<file path="src/rtl/seq_divider128.sv">
// Multi-cycle unsigned restoring divider: 2N-bit dividend / N-bit divisor,
// one quotient bit per clock, valid/ready handshake on both sides.
module seq_divider128 #(
  parameter int N  = 64,
  parameter int CW = 7
) (
  input  logic           clk,
  input  logic           rst_n,
  input  logic           in_valid,
  output logic           in_ready,
  input  logic [2*N-1:0] dividend,
  input  logic [N-1:0]   divisor,
  output logic           out_valid,
  input  logic           out_ready,
  output logic [N-1:0]   quotient,
  output logic [N-1:0]   remainder,
  output logic           div_by_zero,
  output logic           overflow
);

  typedef enum logic [1:0] {IDLE, CALC, DONE} state_t;

  state_t        state;
  logic [N-1:0]  d;
  logic [N-1:0]  r;
  logic [N-1:0]  q;
  logic [CW-1:0] cnt;

  logic [N:0]    s;
  logic [N:0]    t;
  logic [N-1:0]  r_nxt;
  logic [N-1:0]  q_nxt;
  logic [N-1:0]  hi;
  logic [N-1:0]  lo;

  assign hi        = dividend[2*N-1:N];
  assign lo        = dividend[N-1:0];
  assign in_ready  = (state == IDLE);
  assign out_valid = (state == DONE);

  // One restoring step: R < D always holds, so a non-borrowing T fits in N bits.
  always_comb begin
    s = {r, q[N-1]};
    t = s - {1'b0, d};
    if (!t[N]) begin
      r_nxt = t[N-1:0];
      q_nxt = {q[N-2:0], 1'b1};
    end else begin
      r_nxt = s[N-1:0];
      q_nxt = {q[N-2:0], 1'b0};
    end
  end

  always_ff @(posedge clk or negedge rst_n) begin
    if (!rst_n) begin
      state       <= IDLE;
      d           <= '0;
      r           <= '0;
      q           <= '0;
      cnt         <= '0;
      quotient    <= '0;
      remainder   <= '0;
      div_by_zero <= 1'b0;
      overflow    <= 1'b0;
    end else begin
      case (state)
        IDLE: begin
          if (in_valid) begin
            d <= divisor;
            if (divisor == '0) begin
              div_by_zero <= 1'b1;
              overflow    <= 1'b0;
              quotient    <= '1;
              remainder   <= hi;
              state       <= DONE;
            end else if (hi >= divisor) begin
              // Quotient would need more than N bits.
              div_by_zero <= 1'b0;
              overflow    <= 1'b1;
              quotient    <= '1;
              remainder   <= hi;
              state       <= DONE;
            end else begin
              r           <= hi;
              q           <= lo;
              cnt         <= CW'(N - 1);
              div_by_zero <= 1'b0;
              overflow    <= 1'b0;
              state       <= CALC;
            end
          end
        end
        CALC: begin
          r <= r_nxt;
          q <= q_nxt;
          if (cnt == '0) begin
            quotient  <= q_nxt;
            remainder <= r_nxt;
            state     <= DONE;
          end else begin
            cnt <= cnt - 1'b1;
          end
        end
        DONE: begin
          if (out_ready) state <= IDLE;
        end
        default: state <= IDLE;
      endcase
    end
  end

endmodule
</file>
<file path="config.mk">
export PLATFORM = sky130hd
export DESIGN_NAME = seq_divider128
export DESIGN_NICKNAME = d
export VERILOG_FILES = /design/src/rtl/seq_divider128.sv
export SDC_FILE = /design/constraint.sdc
export NUM_CORES = 1
export LEC_CHECK = 0
export CORE_MARGIN = 1
export CORE_UTILIZATION = 53
export CTS_CLUSTER_DIAMETER = 50
export CTS_CLUSTER_SIZE = 14
export DETAILED_ROUTE_END_ITERATION = 12
export GPL_TIMING_DRIVEN = 0
export PLACE_DENSITY = 0.78
export SYNTH_ARGS = -nofsm -noshare
export SYNTH_HDL_FRONTEND = slang
export SYNTH_SLANG_ARGS = --single-unit
</file>
<file path="constraint.sdc">
create_clock -name clk -period 4.65 [get_ports clk]
set_input_delay 1.395 -clock clk [delete_from_list [all_inputs] [get_ports clk]]
set_output_delay 1.395 -clock clk [all_outputs]
set_load 0.01 [all_outputs]
</file>
==> flow_summary.toml <==
[status]
outcome = "complete, but fails checks"
violations = "capacitance limit, slew limit"

[clocking]
cts_made_buffers = 39
cts_tree = "done"
cts.path.max_buffers = 3
ctsHoldBuffers = 0
clock-sinks = 331
cts-root-buf = "clkbuf_16"
h-tree-depth = 2
clkSlewWorstSetupHoldPaths_ns = 0.06
clkLatencyLatePin_ns = 0.59

[final_layout]
areaGrowthSynthToFinish_pct = 26.4
drive_gt1_share_pct = 8.41
final_core_util_pct = 67.9
nets = 3178
final_area_um2 = 27000
finalNonFillerCells = 3407

[placed_design]
post-place-ws_ns = -2.60
placed_cell_area_um2 = 25400
io_buffers = 327
hpwl_mm = 64.4
place_inst = 3333
gp_congestion = 1.01

[sta]
tns_ns = 0
layout_worst_path_cycle_share_pct = 99.7
fmax_mhz = 216
post-route-worst-setup-slack_ns = 0.0147
rsz0062_at_grt = "no"
fin_hold_ws_ns = 0.486
skew_ns = 0.0255
tightest_slew_ns = 1.56
hold_viol = 0
setup_violations = 0
fin_crit_ns = 4.64
slew_violations = 10
slew_headroom_pct = -4.37

[routing]
post_drt_wl_per_cell_um = 25.2
drc_errors = 0
antenna_left = 0
vias = 21800
drtIter0Drc = 2246
avgViaCountPerCell = 6.39
drtPass1Iterations = 8
wl_mm = 85.9

[synth]
ys_ff_latch = 331
synth_fp_nets = 2804
avgSynthCellArea_um2 = 8.62
synth_cells = 2477
synth.cell_area_um2 = 21400
ys.warnings.count = 0
synth_flop_cell = "dfrtp_1"
synth_cell_types = 81
yosysSeqAreaShare_pct = 38.8
synth_edf_count = 0
synth_async_sr_flop_share_pct = 100

[critical_path]
critPathLaunch = "divisor[13]"
path_cells = "clkdlybuf4s50_1, inv_1, ha_1, nand4_1, nor3_4, nand3_1, o211ai_1, a21oi_1, o221a_2, a31oi_4, buf_6, clkbuf_4, buf_2, o21ai_0"
cp.required_ns = 5.07
critical_path.startpoint_type = "input port"
crit_buf_inv = 5
rr_startpoint = "q[63]"
crit_path_end_kind = "register"
crit_arrival_ns = 5.05
worstSetupPathDepth = 14
setup.worst_path.class = "in2reg"
slowest_stage = "clkdlybuf4s50_1"
critical-path-top-delay-family = "buffers and inverters"
max_stage_delay_ns = 0.55
rr_worst_depth = 13
worstPathMaxFanout = 10

[power]
leakagePower_nw = 11.7
pwr_density_cell_nw_per_um2 = 983
vdd_drop_max_v = 0.000565
power_mw = 26.5

[global_routing]
antenna_found_initial = 5
first_global_vias = 21800
grt_max_degree = 99
grt-ovfl-total = 0
track_usage_pct = 41.5
grt_pass1_wl_mm = 129

[die]
start_util_pct = 53.8
fp.dieArea_um2 = 41100
die_h_um = 203
placementRows = 73
core_um2 = 39700
io_pins = 328
die_x_um = 203

[min_path]
hold_class = "reg2reg"
min_path_cells = 2
worstHoldStart = "d[21]"

[job]
maxCapViolCount = 1
-- worst reg2reg max path, stage by stage (launching register included) --
cell	delay, ns
dfrtp_1	0.45
inv_1	0.09
ha_1	0.22
fa_1	0.39
nand2b_1	0.22
a21oi_2	0.27
nor3b_1	0.10
o211a_1	0.31
or3_4	0.46
a21o_1	0.25
buf_2	0.24
a2111oi_0	0.83
a311oi_1	0.23
mux2_2	0.37
-- state kept, by name (all words and copies together), names as in the netlist --
| name | cells |
|---|---|
| q | 64 |
| overflow | 1 |
| div_by_zero | 1 |
| remainder | 64 |
| quotient | 64 |
| d | 64 |
| r | 64 |
| cnt | 7 |
| state | 2 |
-- cells in the final DEF (no fill, tap or decap), types with 40 or more instances in the layout --
master             n
nand2_1          257
mux2i_1           79
a21o_1            59
clkdlybuf4s50_1  326
dfrtp_1          331
clkbuf_1          86
o31ai_1           54
nand3_1           73
inv_1            169
clkbuf_16         40
ha_1             130
o21ai_0          194
nor3_1           104
a21oi_1          157
nor2_1           228
-- layer usage --
| layer | part of all wire (%) | wire [um] | track usage (%) | vias to the layer above |
|---|---|---|---|---|
| met5 | 0.059 | 51 | 0 | - |
| met4 | 5.5 | 4720 | 20.8 | 8 |
| met3 | 11 | 9840 | 12.6 | 278 |
| met2 | 44 | 37400 | 63.5 | 1256 |
| met1 | 39 | 33900 | 53.3 | 10500 |
| li1 | - | - | - | 9698 |
-- synth_stat cells, drive strengths merged, types with 33 or more instances --
| cell type | instances | area (um^2) |
|---|---|---|
| inv | 169 | 634 |
| nor2 | 228 | 856 |
| nand3 | 73 | 365 |
| nand2 | 259 | 975 |
| nor3 | 109 | 556 |
| nand4 | 37 | 231 |
| or3 | 33 | 211 |
| ha | 130 | 1630 |
| o21ai | 201 | 1010 |
| mux2 | 51 | 623 |
| o31ai | 65 | 538 |
| clkbuf | 124 | 467 |
| dfrtp | 331 | 8280 |
| a21oi | 162 | 833 |
| mux2i | 79 | 791 |
| a21o | 59 | 443 |
-- path summary, 6_finish.rpt --
| path | endpoint | slack, ns |
|---|---|---|
| max | q[58] | 0.01 |
| max reg2reg | remainder[30] | 0.10 |
| max in group asynchronous | quotient[0] | 2.60 |
| min | d[21] | 0.49 |
| min reg2reg | d[21] | 0.49 |
| min in group asynchronous | remainder[19] | 0.78 |
-- cell families after synthesis --
logic type	after synthesis	share of synthesized area (%)
and+or+nand+nor	823	17.6
muxes	130	6.62
AOI/OAI and AO/OA	701	21.6
adders and majority gates	131	7.71
DFF	331	38.8
buffers and inverters	322	6.05
xor gates and xnor gates	39	1.60
-- final cells by class --
type / instances / area, um^2
Sequential cell: 331 / 8280
Clock buffer: 44 / 1060
Timing Repair Buffer: 333 / 3390
Fill cell: 3194 / 12700
Clock inverter: 24 / 297
Tap cell: 525 / 657
Multi-Input combinational cell: 1824 / 11900
Inverter: 169 / 634
Antenna cell: 4 / 10.0
Buffer: 153 / 769
-- where the power goes --
group          switching (mW)  internal, mW
logic                    10.6          7.07
clock network            1.39          1.89
registers                1.10          4.46
-- what timing repair did --
action / in CTS / in global routing
setup buffers: 1 / 1
setup endpoints to repair: 264 / 229
pin swaps: 2 / 4
gates resized for setup: 71 / 26
Note: power is estimated with default switching activity, not from simulation.
